**src/rtl/filter_sel_pkg.sv**
```systemverilog
// Shared state type and mode helpers for the frame-synchronous filter output selector.
package filter_sel_pkg;

    localparam int unsigned MAX_FLT = 32;

    typedef enum logic [1:0] {
        PASS,
        ARM,
        MUTE
    } state_e;

    // Mode k enables filter k-1; mode 0 (bypass) enables nothing.
    function automatic logic [MAX_FLT-1:0] onehot_en(input int unsigned m);
        logic [MAX_FLT:0] v;
        v = {{MAX_FLT{1'b0}}, 1'b1} << m;
        return v[MAX_FLT:1];
    endfunction

    function automatic int unsigned clamp_mode(input int unsigned m, input int unsigned n_flt);
        return (m > n_flt) ? 32'd0 : m;
    endfunction

endpackage

```
**src/rtl/video_delay.sv**
```systemverilog
// LAT-deep vs/de/data shift register for latency matching; plain wires when LAT is 0.
module video_delay #(
    parameter int unsigned DATA_W = 24,
    parameter int unsigned LAT    = 0
) (
    input  logic              clk,
    input  logic              rst_n,
    input  logic              in_vs,
    input  logic              in_de,
    input  logic [DATA_W-1:0] in_data,
    output logic              out_vs,
    output logic              out_de,
    output logic [DATA_W-1:0] out_data
);

    if (LAT == 0) begin : g_wire
        logic unused_clk_rst;
        assign unused_clk_rst = ^{clk, rst_n};
        assign out_vs   = in_vs;
        assign out_de   = in_de;
        assign out_data = in_data;
    end else begin : g_pipe
        logic [DATA_W+1:0] sr [LAT];

        always_ff @(posedge clk or negedge rst_n) begin
            if (!rst_n) begin
                for (int i = 0; i < LAT; i++) sr[i] <= '0;
            end else begin
                sr[0] <= {in_vs, in_de, in_data};
                for (int i = 1; i < LAT; i++) sr[i] <= sr[i-1];
            end
        end

        assign out_vs   = sr[LAT-1][DATA_W+1];
        assign out_de   = sr[LAT-1][DATA_W];
        assign out_data = sr[LAT-1][DATA_W-1:0];
    end

endmodule

```
**src/rtl/filter_sel.sv**
```systemverilog
// Selects bypass or one of N_FLT filter streams, switching only at frame starts and
// muting the output while the newly enabled filter refills its line buffers.
module filter_sel
    import filter_sel_pkg::*;
#(
    parameter int unsigned DATA_W      = 24,
    parameter int unsigned N_FLT       = 3,
    parameter int unsigned MODE_W      = 2,
    parameter int unsigned BYPASS_LAT  = 0,
    parameter int unsigned MUTE_FRAMES = 1,
    parameter int unsigned RESET_MODE  = 0
) (
    input  logic                    clk,
    input  logic                    rst_n,
    input  logic [MODE_W-1:0]       mode,
    input  logic                    pre_vs,
    input  logic                    pre_de,
    input  logic [DATA_W-1:0]       pre_data,
    input  logic [N_FLT-1:0]        flt_vs,
    input  logic [N_FLT-1:0]        flt_de,
    input  logic [N_FLT*DATA_W-1:0] flt_data,
    output logic [N_FLT-1:0]        flt_en,
    output logic                    post_vs,
    output logic                    post_de,
    output logic [DATA_W-1:0]       post_data,
    output logic [MODE_W-1:0]       cur_mode,
    output logic                    busy
);

    localparam int unsigned N_PATH = 1 << MODE_W;
    localparam int unsigned CNT_W  = (MUTE_FRAMES == 0) ? 1 : $clog2(MUTE_FRAMES + 1);
    localparam logic [N_FLT-1:0] RST_EN = N_FLT'(onehot_en(RESET_MODE));

    logic              byp_vs;
    logic              byp_de;
    logic [DATA_W-1:0] byp_data;

    logic [N_PATH-1:0] p_vs;
    logic [N_PATH-1:0] p_de;
    logic [DATA_W-1:0] p_data [N_PATH];
    logic [N_PATH-1:0] vs_q;
    logic [N_PATH-1:0] fs;

    logic [MODE_W-1:0] req;
    logic [N_FLT-1:0]  req_en;
    state_e            state;
    logic [MODE_W-1:0] tgt;
    logic [CNT_W-1:0]  cnt;

    video_delay #(
        .DATA_W (DATA_W),
        .LAT    (BYPASS_LAT)
    ) u_bypass (
        .clk      (clk),
        .rst_n    (rst_n),
        .in_vs    (pre_vs),
        .in_de    (pre_de),
        .in_data  (pre_data),
        .out_vs   (byp_vs),
        .out_de   (byp_de),
        .out_data (byp_data)
    );

    // Path table indexed directly by mode; slots beyond N_FLT are tied off.
    assign p_vs[0]   = byp_vs;
    assign p_de[0]   = byp_de;
    assign p_data[0] = byp_data;

    for (genvar i = 1; i < N_PATH; i++) begin : g_path
        if (i <= N_FLT) begin : g_flt
            assign p_vs[i]   = flt_vs[i-1];
            assign p_de[i]   = flt_de[i-1];
            assign p_data[i] = flt_data[(i-1)*DATA_W +: DATA_W];
        end else begin : g_tie
            assign p_vs[i]   = 1'b0;
            assign p_de[i]   = 1'b0;
            assign p_data[i] = '0;
        end
    end

    always_ff @(posedge clk or negedge rst_n) begin
        if (!rst_n) vs_q <= '0;
        else        vs_q <= p_vs;
    end

    assign fs     = p_vs & ~vs_q;
    assign req    = MODE_W'(clamp_mode(32'(mode), N_FLT));
    assign req_en = N_FLT'(onehot_en(32'(req)));

    always_ff @(posedge clk or negedge rst_n) begin
        if (!rst_n) begin
            state     <= PASS;
            cur_mode  <= MODE_W'(RESET_MODE);
            tgt       <= MODE_W'(RESET_MODE);
            cnt       <= '0;
            post_vs   <= 1'b0;
            post_de   <= 1'b0;
            post_data <= '0;
            flt_en    <= RST_EN;
            busy      <= 1'b0;
        end else begin
            post_vs   <= 1'b0;
            post_de   <= 1'b0;
            post_data <= '0;
            case (state)
                PASS: begin
                    post_vs   <= p_vs[cur_mode];
                    post_de   <= p_de[cur_mode];
                    post_data <= p_data[cur_mode];
                    if (req != cur_mode) begin
                        tgt   <= req;
                        state <= ARM;
                        busy  <= 1'b1;
                    end
                end
                ARM: begin
                    if (req == cur_mode) begin
                        post_vs   <= p_vs[cur_mode];
                        post_de   <= p_de[cur_mode];
                        post_data <= p_data[cur_mode];
                        state     <= PASS;
                        busy      <= 1'b0;
                    end else if (fs[cur_mode]) begin
                        // Muting starts on the current path's frame start itself.
                        tgt    <= req;
                        cnt    <= '0;
                        flt_en <= req_en;
                        state  <= MUTE;
                    end else begin
                        post_vs   <= p_vs[cur_mode];
                        post_de   <= p_de[cur_mode];
                        post_data <= p_data[cur_mode];
                        tgt       <= req;
                    end
                end
                MUTE: begin
                    if (req != tgt) begin
                        tgt    <= req;
                        cnt    <= '0;
                        flt_en <= req_en;
                    end else if (fs[tgt]) begin
                        if (cnt == CNT_W'(MUTE_FRAMES)) begin
                            // Forward this cycle so the first committed frame is whole.
                            post_vs   <= p_vs[tgt];
                            post_de   <= p_de[tgt];
                            post_data <= p_data[tgt];
                            cur_mode  <= tgt;
                            state     <= PASS;
                            busy      <= 1'b0;
                        end else begin
                            cnt <= cnt + CNT_W'(1);
                        end
                    end
                end
                default: state <= PASS;
            endcase
        end
    end

endmodule

```
**config.mk**
```make
export PLATFORM = sky130hd
export DESIGN_NAME = filter_sel
export DESIGN_NICKNAME = d
export VERILOG_FILES = /design/src/rtl/filter_sel_pkg.sv /design/src/rtl/video_delay.sv /design/src/rtl/filter_sel.sv
export SDC_FILE = /design/constraint.sdc
export NUM_CORES = 1
export LEC_CHECK = 0
export CAP_MARGIN = 40
export CORE_MARGIN = 1
export CORE_UTILIZATION = 25
export CTS_CLUSTER_SIZE = 16
export DETAILED_ROUTE_END_ITERATION = 8
export GPL_ROUTABILITY_DRIVEN = 0
export PLACE_DENSITY = 0.53
export SYNTH_ARGS = -nofsm -noshare
export SYNTH_HDL_FRONTEND = slang
export SYNTH_SLANG_ARGS = --single-unit
```
**constraint.sdc**
```tcl
create_clock -name clk -period 1.6 [get_ports clk]
set_input_delay 0.32 -clock clk [delete_from_list [all_inputs] [get_ports clk]]
set_output_delay 0.32 -clock clk [all_outputs]
set_load 0.02 [all_outputs]
```
== After elaboration in Yosys (flattened, before gate mapping) ==
Cells that the tools add are included.
Word-level totals
  latch bits: 0
  logic and storage cells: 108
  bits of input ports: 108
  memory bits (read-only): 0
  register bits: 41
  output and inout port bits: 32
  bits in writable memories: 0
  memories kept: 0
Cells by class
  magnitude comparators: 4
  add/subtract/negate cells: 1
  eq/ne operators: 15
  multiply operators: 0
  mux-type cells: 63
  bitwise operators: 5
  div/mod/pow operators: 0
  shift-type cells: 1
  reduce and logical (&&, ||, !) cells: 9
Operator list (number)
  $mux 24: 9
  $bmux 24 s2: 2
  $pmux 24 s3: 1
  $mux 1: 26
  $mux 2: 9
  $ne 2x2->1 const B: 8
  $reduce_and 4->1: 4
  $bmux 1 s2: 6
  $pmux 2 s3: 2
  $mux 3: 3
  $pmux 1 s3: 3
  $ge 3x3->1 const B: 2
  $lt 2x3->1 const B: 2
  $ne 3x3->1 const B: 2
  $not 2->3: 2
  $pmux 3 s2: 1
  $reduce_and 6->1: 1
  $reduce_and 5->1: 1
  $and 4x4->4: 1
  $ne 2x2->1: 2
  $not 4->4: 1
  $shl 1x2->4 const A: 1
  $reduce_bool 3->1: 1
  $eq 2x1->1 const B: 1
  7 further kinds: 7

== Depth between registers and ports, before layout ==
Gate-level depths: netlist of the first run.
  depth in word-level cells: 8
  mapped depth: 7
  mapped depth without buffers: 6

== Hierarchy ==
A second synthesis of the first run with hierarchy kept.
Unflattened totals
  cells, all modules: 217
  area total of the unflattened synthesis: 3183.1 um^2
By module, submodules not included
  filter_sel: area an instance 2987.9 um^2, cells each 191, times used 1
  video_delay: area an instance 195.2 um^2, cells each 26, times used 1

== Worst setup path before layout of the first run ==
No wires, ideal clock.
  path type: register to register
  start point: register cur_mode[0]
  end point: register post_data[10]
  slack: -0.245 ns
  cell stages (with the launch flop): 5
  arrival time: 1.724 ns
  setup time: 0.121 ns
  buffers on the path: 2
  required time: 1.479 ns
  period minus slack after synthesis: 1.845 ns
  path through: dfrtp_1 > buf_4 > buf_2 > mux4_2 > a22o_1
Between the ends
  word-level cells in the longest chain between the ends: 7
  elaborated cells on any way between the ends: 10
  classes of those cells: 1 x eq/ne; 8 x mux; 1 x bitwise
RTL lines
  start: declaration: line filter_sel.sv:26  | output logic [MODE_W-1:0] cur_mode,
  start signal: assignment: line filter_sel.sv:93  | cur_mode <= MODE_W'(RESET_MODE);
  start signal: assignment: line filter_sel.sv:147  | cur_mode <= tgt;
  $not 2->3 (not written as such): line filter_sel.sv:109, filter_sel.sv:120, filter_sel.sv:132
  $bmux 24 s2: line filter_sel.sv:109, filter_sel.sv:120, filter_sel.sv:132
  $mux 24 (not written as such) (2 in a row): line filter_sel.sv:109, filter_sel.sv:120, filter_sel.sv:132
  $mux 24: line filter_sel.sv:123  | end else if (fs[cur_mode]) begin
  $mux 24: line filter_sel.sv:117  | if (req == cur_mode) begin
  $pmux 24 s3 *: line filter_sel.sv:105  | case (state)
  end signal: assignment: line filter_sel.sv:109  | post_data <= p_data[cur_mode];
  end signal: assignment: line filter_sel.sv:120  | post_data <= p_data[cur_mode];
  end signal: assignment: line filter_sel.sv:132  | post_data <= p_data[cur_mode];
  end: declaration: line filter_sel.sv:25  | output logic [DATA_W-1:0] post_data,
Mark *: on every way between the ends. The rest lies on a longest branch, timed or not. The select of a mux whose other input is x is not followed.
A chain may end at the register's enable or synchronous reset.

== Final worst setup path of the first run ==
  start point: register vs_q[0]
  end point: register state[0]
Between the ends
  word-level cells in the longest chain between the ends: 6
  elaborated cells on any way between the ends: 9
  classes of those cells: 2 x eq/ne; 4 x mux; 2 x bitwise; 1 x reduce/logical
RTL lines
  start: declaration: line filter_sel.sv:41  | logic [N_PATH-1:0] vs_q;
  start signal: assignment: line filter_sel.sv:83  | else vs_q <= p_vs;
  $not 4->4 *: line filter_sel.sv:86  | assign fs = p_vs & ~vs_q;
  $and 4x4->4 *: line filter_sel.sv:86
  $bmux 1 s2, on equally long branches: line filter_sel.sv:123, filter_sel.sv:141
  $mux 1, on equally long branches: line filter_sel.sv:123, filter_sel.sv:141
  $ne 3x3->1 (no line) or $ne 2x2->1 (tied branches)
  $reduce_and 5->1 (no line) *
  end signal: assignment: line filter_sel.sv:121  | state <= PASS;
  end signal: assignment: line filter_sel.sv:128  | state <= MUTE;
  end signal: assignment: line filter_sel.sv:148  | state <= PASS;
  end: declaration: line filter_sel.sv:46  | state_e state;
Marks and branches as above.

==> results.yml, run 1 <==
worst_setup_path:
  worstPathRequired_ps: 1770
  cp-startpoint: "vs_q[0]"
  rr_startpoint: "vs_q[0]"
  cp_cell_sequence: "nand2b_4 -> mux4_2 -> buf_4 -> a221oi_2 -> mux2_1"
  reg2reg_slack_ps: -300
  crit_slowest_cell: "mux4_2"
  crit_fanout: 3
  crit_type: "flip-flop to flip-flop"
  worstSetupEndpointType: "flip-flop"
  arrival_ps: 2070
  crit_path_max_incr_delay_ps: 510
  start_kind: "flip-flop"
cts:
  cts_sinks: 41
  cts_root_buf: "clkbuf_16"
  htree_levels: 2
  cts_tree: "done"
  cts_buffers: 5
  clock_latency_ps: 280
  clk_path_buf_depth: 2
  hold_buffers: 0
  clk_pin_slew_ps: 70
final_layout:
  final_core_util: 0.452
  drive_above_1_share: 0.365
  postLayoutCellArea_sq_um: 5200
  fill_cells: 1073
  finalNetCount: 479
  area_delta_synth_final_pct: 74.2
yosys:
  synthDistinctLibCells: 34
  synth.top_cells.by_count: "mux4_2 (53), dfrtp_1 (41), a22o_1 (25)"
  syn-cell-area_sq_um: 2990
  synth_edf_count: 0
  synth_ff_type: "dfrtp_1"
  ys_seq_area_frac: 0.343
  synth_most_common_cell: "mux4_2"
  syn-num-nets: 304
  yosysWarnings: 0
  ys_async_sr_fraction: 1.00
  avgSynthCellArea_sq_um: 15.6
  syn_inst: 191
  ys_seq_elements: 41
  post-synth-top-area-fraction: 0.399
  synth_top_area_cell: "mux4_2"
  synthTopCellsByArea: "mux4_2 (40%), dfrtp_1 (34%), a22o_1 (7.3%)"
detailed_routing:
  first_pass_iters: 7
  viasPerCell: 5.01
  first_iter_violations: 130
  topRoutingLayerUsed: "met4"
  dr_total_vias: 2562
  m1WireLength_mm: 4.05
  routed_wl_mm: 9.81
  drcViolationCount: 44
  antenna_left: 0
  wl_per_cell_microns: 19.2
  met2_length_mm: 5.01
  route.met3.wl_microns: 699
power:
  p_leak_nw: 2.14
  power_switching_mw: 2.85
  total_power_mw: 7.73
  p_comb_frac: 0.629
  powerDensity_nw_per_um2: 1480
  intPower_mw: 4.87
  clkPwrFrac: 0.155
  peakVddDrop_mv: 0.592
  p_sw_frac: 0.369
  power_frac_seq: 0.215
floorplanning:
  die_h_microns: 111
  die_area_sq_um: 12400
  die_w_microns: 111
  coreArea_sq_um: 11500
  core.rowCount: 39
  io_pins: 140
  initial_core_util: 0.259
outcome:
  violations: "design-rule violations, negative hold slack, negative setup slack"
  outcome: "finished, violations left"
global_routing:
  grtUsageTotal: 0.165
  gr-total-overflow: 0
  antenna_found_initial: 0
  grt_pass1_wl_mm: 15.8
  grt_pass1_vias: 2869
  grt_max_degree: 42
sta:
  fin_crit_sh: 1.19
  tightest_slew_ps: 363
  hold_ws_ps: -12.3
  clock.fmax_mhz: 526
  layout_min_cycle_time_ps: 1900
  setup_slack_ps: -302
  fin_worst_skew_ps: 7.25
  finalSetupViolations: 37
  finalMaxSlewViolations: 0
  finalHoldViolCount: 5
  setup_tns_ps: -8210
  rsz0062_at_grt: "true"
  slew_headroom: 0.757
worst_hold_path:
  min_path_type: "input pin to async pin"
run:
  max-cap-violations: 0
place:
  post_dp_cell_area_sq_um: 4750
  port_buffers: 139
  dpl.hpwl_mm: 6.71
==> worst paths after layout <==
kind | end | depth (start not counted)
hold reg to reg | busy | 2
setup reg to reg | state[0] | 5
max in group asynchronous | tgt[0] | 2
min in group clk | vs_q[1] | 1
hold / removal | state[1] | 2
setup / recovery | state[0] | 5
==> critical path: cells and delay by family, from the launching register on <==
kind	cells	cell delay, ps
AO/OA/AOI/OAI	1	220
buffers and inverters	1	180
flip-flops	1	400
multiplexers	2	850
AND/OR/NAND/NOR	1	140
==> per-stage QoR <==
step | instances | worst slack [ps]
global placement | 487 | -712
floorplan | 191 | -148
detailed placement | 487 | -779
CTS | 510 | -302
finish | 511 | -302
global route | 510 | -343
==> per-layer routing <==
layer	up-vias	GRT usage
met2	100	0.294
met1	1291	0.203
met4	0	0.0279
li1	1165	-
met3	6	0.0432
met5	-	0
==> placed cells by master (no fill, tap or decap), types with 2 or more instances in the layout <==
cell type          n
dfrtp_2            4
dlymetal6s2s_1     6
nor2_4             3
clkbuf_16          5
ha_1               4
buf_4             29
a21oi_1            2
mux2_4             6
nand2_1            2
dfrtp_1           37
a22o_1            25
nor2b_1            7
o21ai_2            2
mux4_2            53
xor2_1             2
buf_12             3
buf_6             10
a21oi_4            3
clkdlybuf4s50_1  124
dlygate4sd2_1      8
inv_1              5
nand2b_1           3
==> cell type report <==
type	count	area, sq um	area share
Clock inverter	1	30.0	0.00577
Inverter	5	18.8	0.00361
Antenna cell	1	2.50	0.000481
Multi-Input combinational cell	132	2020	0.388
Clock buffer	7	143	0.0274
Tap cell	143	179	0.0344
Timing Repair Buffer	181	1780	0.342
Sequential cell	41	1030	0.198
==> power by group through the flow <==
stage / sequential, mW / clock [mW] / combinational (mW)
after floorplan: 2.09 / 0 / 2.19
after global placement: 1.68 / 0 / 4.27
after detailed placement: 1.68 / 0 / 4.30
after CTS: 1.67 / 1.23 / 4.92
after global routing: 1.72 / 1.27 / 5.17
final: 1.66 / 1.20 / 4.86
==> state kept, by name, summed over array words and instances, names as in the netlist <==
register   flops
flt_en         3
cur_mode       2
cnt            1
post_data     24
tgt            2
vs_q           4
busy           1
post_de        1
state          2
post_vs        1
==> what timing repair did <==
item	in CTS	in global routing
gates cloned	3	0
resized for setup	36	10
setup buffers	12	0
setup endpoints to repair	39	43
pin swaps	13	5
==> cell families (layout without fill, tap and decap cells) <==
logic type               count (synthesis)  count (layout)  share of synthesized area
AND/OR/NAND/NOR                         19              20                     0.0435
XOR/XNOR                                 4               4                     0.0117
adder cells (fa/ha/maj)                  5               5                     0.0209
other                                    0               1                          0
multiplexers                            61              61                      0.429
AO/OA/AOI/OAI                           40              42                      0.114
flip-flops                              41              41                      0.343
buffers and inverters                   21             194                     0.0373
Power figures use the tool's default switching activity.
==> run 2, diff against run 1 <==
--- a/config.mk
+++ b/config.mk
@@ -5,7 +5,7 @@
 export SDC_FILE = /design/constraint.sdc
 export NUM_CORES = 1
 export LEC_CHECK = 0
-export CAP_MARGIN = 40
+export CAP_MARGIN = 20
 export CORE_MARGIN = 1
 export CORE_UTILIZATION = 25
 export CTS_CLUSTER_SIZE = 16
==> results of run 2 <==
No change in the layout: final DEF, timing and power equal those of run 1.
